===== config.mk =====
export PLATFORM = sky130hd
export DESIGN_NAME = video_timing_gen
export DESIGN_NICKNAME = d
export VERILOG_FILES = /design/src/rtl/vga_timing_pkg.sv /design/src/rtl/sync_delay_line.sv /design/src/rtl/video_timing_gen.sv
export SDC_FILE = /design/constraint.sdc
export NUM_CORES = 1
export LEC_CHECK = 0
export CAP_MARGIN = 20
export CORE_MARGIN = 2
export CORE_UTILIZATION = 50
export CTS_CLUSTER_DIAMETER = 150
export DETAILED_ROUTE_END_ITERATION = 12
export PLACE_DENSITY = 0.8
export SETUP_SLACK_MARGIN = 0.15
export SYNTH_ARGS = -nofsm -noshare
export SYNTH_HDL_FRONTEND = slang
export SYNTH_SLANG_ARGS = --single-unit

===== constraint.sdc =====
create_clock -name clk -period 2.5 [get_ports clk]
set_input_delay 0.375 -clock clk [delete_from_list [all_inputs] [get_ports clk]]
set_output_delay 0.375 -clock clk [all_outputs]
set_load 0.01 [all_outputs]

===== src/rtl/vga_timing_pkg.sv =====
// Shared raster timing constants, the decoded sync bundle type and a line/frame total helper.
package vga_timing_pkg;

    localparam int VGA640_H_ACTIVE  = 640;
    localparam int VGA640_H_FP      = 16;
    localparam int VGA640_H_SYNC    = 96;
    localparam int VGA640_H_BP      = 48;
    localparam int VGA640_V_ACTIVE  = 480;
    localparam int VGA640_V_FP      = 10;
    localparam int VGA640_V_SYNC    = 2;
    localparam int VGA640_V_BP      = 33;

    localparam int SVGA800_H_ACTIVE = 800;
    localparam int SVGA800_H_FP     = 40;
    localparam int SVGA800_H_SYNC   = 128;
    localparam int SVGA800_H_BP     = 88;
    localparam int SVGA800_V_ACTIVE = 600;
    localparam int SVGA800_V_FP     = 1;
    localparam int SVGA800_V_SYNC   = 4;
    localparam int SVGA800_V_BP     = 23;

    typedef struct packed {
        logic frame_start;
        logic line_start;
        logic display_on;
        logic vsync;
        logic hsync;
    } sync_t;

    function automatic int total(input int a, input int b, input int c, input int d);
        return a + b + c + d;
    endfunction

endpackage


===== src/rtl/sync_delay_line.sv =====
// Reset-to-inactive shift register aligning the sync bundle; latency DEPTH clk (0 = wire).
// Shifts every clk unconditionally; no backpressure.
module sync_delay_line #(
    parameter int               WIDTH   = 5,
    parameter int               DEPTH   = 0,
    parameter logic [WIDTH-1:0] RST_VAL = '0
) (
    input  logic             clk,
    input  logic             reset,
    input  logic [WIDTH-1:0] d,
    output logic [WIDTH-1:0] q
);

    if (DEPTH == 0) begin : g_wire
        logic unused_clk_rst;
        assign unused_clk_rst = clk ^ reset;
        assign q = d;
    end else begin : g_pipe
        logic [WIDTH-1:0] stage [DEPTH];

        always_ff @(posedge clk or posedge reset) begin
            if (reset) begin
                for (int i = 0; i < DEPTH; i++) stage[i] <= RST_VAL;
            end else begin
                stage[0] <= d;
                for (int i = 1; i < DEPTH; i++) stage[i] <= stage[i-1];
            end
        end

        assign q = stage[DEPTH-1];
    end

endmodule


===== src/rtl/video_timing_gen.sv =====
// Raster timing generator: prescaled pixel strobe, h/v/frame counters, sync/blank decode.
// Counters lag pix_stb by 1 clk, decoded outputs by PIPE_DLY clk; free-running, no backpressure.
module video_timing_gen
    import vga_timing_pkg::*;
#(
    parameter int   H_ACTIVE = VGA640_H_ACTIVE,
    parameter int   H_FP     = VGA640_H_FP,
    parameter int   H_SYNC   = VGA640_H_SYNC,
    parameter int   H_BP     = VGA640_H_BP,
    parameter int   V_ACTIVE = VGA640_V_ACTIVE,
    parameter int   V_FP     = VGA640_V_FP,
    parameter int   V_SYNC   = VGA640_V_SYNC,
    parameter int   V_BP     = VGA640_V_BP,
    parameter logic H_POL    = 1'b1,
    parameter logic V_POL    = 1'b1,
    parameter int   CNT_W    = 10,
    parameter int   FC_W     = 8,
    parameter int   PIPE_DLY = 0
) (
    input  logic             clk,
    input  logic             reset,
    input  logic             enable,
    input  logic [1:0]       clk_div,
    output logic             pix_stb,
    output logic [CNT_W-1:0] hpos,
    output logic [CNT_W-1:0] vpos,
    output logic             hsync,
    output logic             vsync,
    output logic             display_on,
    output logic             line_start,
    output logic             frame_start,
    output logic [FC_W-1:0]  frame_count
);

    localparam int H_TOTAL = total(H_ACTIVE, H_FP, H_SYNC, H_BP);
    localparam int V_TOTAL = total(V_ACTIVE, V_FP, V_SYNC, V_BP);

    if (H_ACTIVE == 0 || H_FP == 0 || H_SYNC == 0 || H_BP == 0 ||
        V_ACTIVE == 0 || V_FP == 0 || V_SYNC == 0 || V_BP == 0 ||
        H_TOTAL > 2**CNT_W || V_TOTAL > 2**CNT_W || PIPE_DLY < 0 || PIPE_DLY > 7) begin : g_bad_params
        $error("video_timing_gen: illegal timing parameters");
    end

    localparam logic [CNT_W-1:0] H_LAST = CNT_W'(H_TOTAL - 1);
    localparam logic [CNT_W-1:0] V_LAST = CNT_W'(V_TOTAL - 1);
    localparam logic [CNT_W-1:0] H_VIS  = CNT_W'(H_ACTIVE);
    localparam logic [CNT_W-1:0] V_VIS  = CNT_W'(V_ACTIVE);
    localparam logic [CNT_W-1:0] HS_BEG = CNT_W'(H_ACTIVE + H_FP);
    localparam logic [CNT_W-1:0] HS_END = CNT_W'(H_ACTIVE + H_FP + H_SYNC);
    localparam logic [CNT_W-1:0] VS_BEG = CNT_W'(V_ACTIVE + V_FP);
    localparam logic [CNT_W-1:0] VS_END = CNT_W'(V_ACTIVE + V_FP + V_SYNC);
    localparam sync_t SYNC_IDLE = '{frame_start: 1'b0, line_start: 1'b0, display_on: 1'b0,
                                    vsync: ~V_POL, hsync: ~H_POL};

    logic [1:0] presc;

    // A count beyond a freshly lowered clk_div restarts without emitting a strobe.
    always_ff @(posedge clk or posedge reset) begin
        if (reset) begin
            presc   <= 2'd0;
            pix_stb <= 1'b0;
        end else if (!enable) begin
            presc   <= 2'd0;
            pix_stb <= 1'b0;
        end else if (presc >= clk_div) begin
            presc   <= 2'd0;
            pix_stb <= (presc == clk_div);
        end else begin
            presc   <= presc + 2'd1;
            pix_stb <= 1'b0;
        end
    end

    always_ff @(posedge clk or posedge reset) begin
        if (reset) begin
            hpos        <= '0;
            vpos        <= '0;
            frame_count <= '0;
        end else if (pix_stb) begin
            if (hpos == H_LAST) begin
                hpos <= '0;
                if (vpos == V_LAST) begin
                    vpos        <= '0;
                    frame_count <= frame_count + FC_W'(1);
                end else begin
                    vpos <= vpos + CNT_W'(1);
                end
            end else begin
                hpos <= hpos + CNT_W'(1);
            end
        end
    end

    sync_t sync_raw;
    sync_t sync_out;

    // Forced idle during reset so the zero-delay configuration also shows inactive values.
    always_comb begin
        sync_raw = SYNC_IDLE;
        if (!reset) begin
            sync_raw.hsync       = (hpos >= HS_BEG && hpos < HS_END) ? H_POL : ~H_POL;
            sync_raw.vsync       = (vpos >= VS_BEG && vpos < VS_END) ? V_POL : ~V_POL;
            sync_raw.display_on  = (hpos < H_VIS) && (vpos < V_VIS);
            sync_raw.line_start  = pix_stb && (hpos == '0);
            sync_raw.frame_start = pix_stb && (hpos == '0) && (vpos == '0);
        end
    end

    sync_delay_line #(
        .WIDTH   ($bits(sync_t)),
        .DEPTH   (PIPE_DLY),
        .RST_VAL (SYNC_IDLE)
    ) u_sync_delay_line (
        .clk   (clk),
        .reset (reset),
        .d     (sync_raw),
        .q     (sync_out)
    );

    assign hsync       = sync_out.hsync;
    assign vsync       = sync_out.vsync;
    assign display_on  = sync_out.display_on;
    assign line_start  = sync_out.line_start;
    assign frame_start = sync_out.frame_start;

endmodule


**Word level (Yosys, flattened, before mapping)**

Cells that the tools add are included.

- Mux-type cells: 9
- Add/subtract/negate cells: 4
- $lt $le $gt $ge: 7
- Eq/ne operators: 3
- Reductions and logical operators: 9

Operators with widths:

| operator | number |
|---|---|
| $add A10 B1 Y10 const B | 2 |
| $eq A10 B10 Y1 const B | 2 |
| $logic_not A10 Y1 | 2 |
| $lt A10 B10 Y1 const B | 2 |
| $lt A10 B9 Y1 const B | 2 |
| $mux W10 | 2 |
| $ge A10 B10 Y1 const B | 1 |
| $ge A10 B9 Y1 const B | 1 |
| $add A8 B1 Y8 const B | 1 |
| $logic_and A1 B1 Y1 | 5 |
| $mux W5 | 1 |
| $mux W1 | 4 |
| $mux W2 | 2 |
| $reduce_and A3 Y1 | 1 |
| $add A2 B1 Y2 const B | 1 |
| $eq A2 B2 Y1 | 1 |
| $ge A2 B2 Y1 | 1 |
| $reduce_and A2 Y1 | 1 |

- Input bits: 5
- Register bits: 31
- Output and inout port bits: 34

**Depth between registers and ports, before layout**

- Depth in word-level cells: 4
- Depth in mapped cells: 7

**Modules after synthesis**

Synthesis repeated with hierarchy kept, for this count alone.

- Cell total of the unflattened synthesis: 167
- Area, all modules: 1750.4 um^2

Modules (own cells, without submodules):

| module | instances | area an instance (um^2) | seq. area each (um^2) | cells each |
|---|---|---|---|---|
| video_timing_gen | 1 | 1712.9 | 775.7 | 162 |
| sync_delay_line | 1 | 37.5 | 0.0 | 5 |

**Worst setup path after synthesis**

Ideal clock, no wire load.

- Path type: register to output
- Start point: register hpos[3]
- End point: output port frame_start
- Cell stages (with the launch flop): 6
- Arrival: 1738 ps
- Slack: 387 ps
- Path buffers: 1
- Cell sequence: dfrtp_1 -> buf_2 -> nor4b_1 -> nand2_1 -> nor4bb_1 -> and4_1

- Word-level cells in the longest chain between the ends: 4

Ends and longest elaborated chain:

| element | line | source |
|---|---|---|
| start, declared | video_timing_gen.sv:25 | `output logic [CNT_W-1:0] hpos,` |
| start signal, assigned | video_timing_gen.sv:89 | `hpos <= hpos + CNT_W'(1);` |
| $logic_not A10 Y1 | video_timing_gen.sv:105 | `sync_raw.frame_start = pix_stb && (hpos == '0) && (vpos == '0);` |
| $logic_and A1 B1 Y1 (2 in a row) | video_timing_gen.sv:105 |  |
| $mux W5 | video_timing_gen.sv:100 | `if (!reset) begin` |
| end, declared | video_timing_gen.sv:31 | `output logic frame_start,` |

Every way passes these cells.

**Final worst setup path**

- Start point: register hpos[0]
- End point: output port frame_start

Same word-level chain as after synthesis.

==> parameters.txt <==
Parameter                              Value

GRT
  Wire length of the first global-routing pass    6850 µm
  Maximum number of pins on one net before global-route repair    32
  Total overflow reported by the global router    0
  Antenna violations before repair    0
  Via count of the first global-routing pass    roughly 1400
  GR Util All Layers    22.1%

Drt
  Total wirelength of the detailed-routed design    around 4000 µm
  Number of remaining DRC errors    0
  Antenna Nets Post-Route    0
  Number of DRC markers after the initial detailed-route iteration    90
  Total via count after detailed routing    around 1500
  First-pass iteration count of the detailed router    4
  WL per Instance    14.5 µm
  Avg Vias per Cell    ~5.5

Placement
  Post-place setup slack    -0.0685 ns
  Number of placed instances with taps included    between 200 and 300
  Routability congestion estimate    0.865
  Port Buffers    38
  HPWL Detailed    about 2800 µm

Timing
  Worst hold slack after final layout    around 0.47 ns
  Remaining max-slew budget at the tightest pin    57.8%
  Fraction of the cycle the final worst path needs    between 90 and 100%
  Final Max Slew Viols    0
  Final setup violating endpoints    0
  Worst Clk Skew    between 0.007 and 0.008 ns
  Fmax    about 410 MHz
  Unrepaired setup endpoints after global routing    true
  Final hold violation count    0
  Post-Route Setup TNS    0 ns
  Measured slew at the worst slew-check pin    0.629 ns
  Min setup slack post-route    0.0786 ns
  Fin crit period    about 2.4 ns

Die
  Die ar.    between 0.003 and 0.004 mm²
  DIE HEIGHT    roughly 63 µm
  Placeable core region    0.00331 mm²
  Starting density of the core    51.9%
  Die span in x    62.6 µm
  Number of placed I/O pins    39
  FP Rows    21

Finish
  NumNets Final    242
  Fill cell instance count of the final layout    ~260
  Share of cells above drive strength 1    21.7%
  Finished Layout Cells    276
  Area growth from synthesis to final layout    39.3%
  Most common cell after layout, fill and taps aside    sky130_fd_sc_hd__clkdlybuf4s50_1
  Number of antenna cells inserted    0
  Highest-count cells in the layout ignoring fill and taps    sky130_fd_sc_hd__clkdlybuf4s50_1, sky130_fd_sc_hd__dfrtp_1, sky130_fd_sc_hd__buf_4

Power and ir drop
  Leakage power    1.10 nW
  PD cells    568 mW/mm²
  Total power consumption of the routed design    ~1.4 mW
  Max rail drop VDD    411 µV

Worst setup path
  Critical Path Source Type    register
  Worst Path Class, Setup    reg2out
  Worst path arrival time    2.05 ns
  Kind of end point of the critical path    primary output
  Worst Path Max Fanout    2
  WP data required    2.12 ns

Clock network
  CTS buffer count    5
  CTS tree    done
  Clock slew seen by the registers of the worst setup and hold paths    approximately 0.10 ns
  Hold Buf Count CTS    0
  Max Root-Sink Buffers    2
  Worst-Skew Late Latency    about 0.34 ns
  Clock tree sinks    31
  Root cell of the clock tree    sky130_fd_sc_hd__clkbuf_4
  Depth of the CTS H-tree    2

Logic synthesis
  Warning count from the yosys run    0
  Cells taking the most area after synthesis    sky130_fd_sc_hd__dfrtp_1, sky130_fd_sc_hd__xor2_1, sky130_fd_sc_hd__ha_1, sky130_fd_sc_hd__nor3_2, sky130_fd_sc_hd__o21ai_0
  Post-synth top area share    45.2%
  Number of register bits inferred by synthesis    31
  Cell Area, Synth    0.00172 mm²
  Post-Synthesis Cells    169
  Yosys cell types    33
  Syn Area/Cell    10.2 µm²
  Sequential-to-total area share from yosys stat    45.2%
  Yosys top cell by area    sky130_fd_sc_hd__dfrtp_1
  Synth Net Count    182

Run
  Number of max-cap violations    0

Outcome
  Result of the run    completed

Worst hold path
  Classification of the worst-slack hold path    reg2reg
cells by family after synthesis:
family | share of synthesized area, %
and+or+nand+nor | 28.6
DFF | 45.2
xor gates and xnor gates | 9.69
AOI/OAI and AO/OA | 5.03
buffers and inverters | 4.52
adders and majority gates | 5.83
muxes | 1.24
path summary, 6_finish.rpt:
path	start	endpoint	slack, ns	cells past startpoint
max	hpos[0]	frame_start	0.08	8
min	frame_count[7]	frame_count[7]	0.47	1
max reg2reg	hpos[1]	frame_count[5]	0.26	9
min reg2reg	frame_count[7]	frame_count[7]	0.47	1
max in group asynchronous	reset	vpos[2]	1.70	3
min in group asynchronous	reset	vpos[0]	0.50	3
sequential cells by signal (all words and copies together), names as in the netlist:
register,flops
hpos,10
vpos,10
frame_count,8
presc,2
pix_stb,1
what timing repair did:
item	in CTS	in global routing
setup buffers	3	7
gates resized for setup	12	8
pin swaps	1	2
endpoints found under the setup margin	3	9
cell type report:
cell class	count	area (µm²)	share of cell area, %
Inverter	12	45.0	1.88
Timing Repair Buffer	57	512	21.4
Tap cell	46	57.6	2.41
Sequential cell	31	777	32.5
Multi-Input combinational cell	122	915	38.2
Clock buffer	6	51.3	2.14
Clock inverter	2	35.0	1.46
per-layer routing:
| layer | global-route usage (%) | vias up | wire (µm) |
|---|---|---|---|
| met4 | 7.22 | 0 | 70 |
| met5 | 0 | - | 0 |
| li1 | - | 717 | - |
| met2 | 37.1 | 42 | 2050 |
| met3 | 6.49 | 8 | 201 |
| met1 | 27.4 | 739 | 1670 |
where the power goes:
group | internal (mW) | leakage, nW | switching, mW | total, mW
Combinational | 0.204 | 0.631 | 0.154 | 0.358
Clock | 0.236 | 0.0482 | 0.182 | 0.418
Sequential | 0.536 | 0.425 | 0.0473 | 0.583
Yosys cell counts (all sizes together):
cell type and instances:
or4 1, o22ai 1, nand4 8, or3 4, nor4b 2, o21ai 11, inv 12, a21oi 2
a2bb2oi 1, nand3b 1, nand3 10, nor2 11, and4 4, nor4 3, mux2i 1, xnor2 6
and3 3, dfrtp 31, nor3 12, nand2b 1, buf 4, nand2 14, nor4bb 1, ha 8
or2 1, nand4b 1, xor2 13, mux2 1, a31oi 1
critical path, cell delays in order, from the launching register on:
cell and delay (ns):
sky130_fd_sc_hd__dfrtp_1 0.41, sky130_fd_sc_hd__inv_2 0.09, sky130_fd_sc_hd__ha_4 0.13, sky130_fd_sc_hd__nor4b_4 0.17, sky130_fd_sc_hd__nand2_1 0.09, sky130_fd_sc_hd__nor4bb_2 0.33, sky130_fd_sc_hd__buf_4 0.17, sky130_fd_sc_hd__and4_1 0.18
sky130_fd_sc_hd__buf_2 0.13
per-stage QoR:
stage | instance area, µm² | util [%]
global route | 2390 | 72.3
CTS | 2310 | 69.7
detailed placement | 2190 | 66.2
global placement | 2190 | 66.2
finish | 2390 | 72.3
floorplan | 1720 | -
Power figures use the tool's default switching activity.
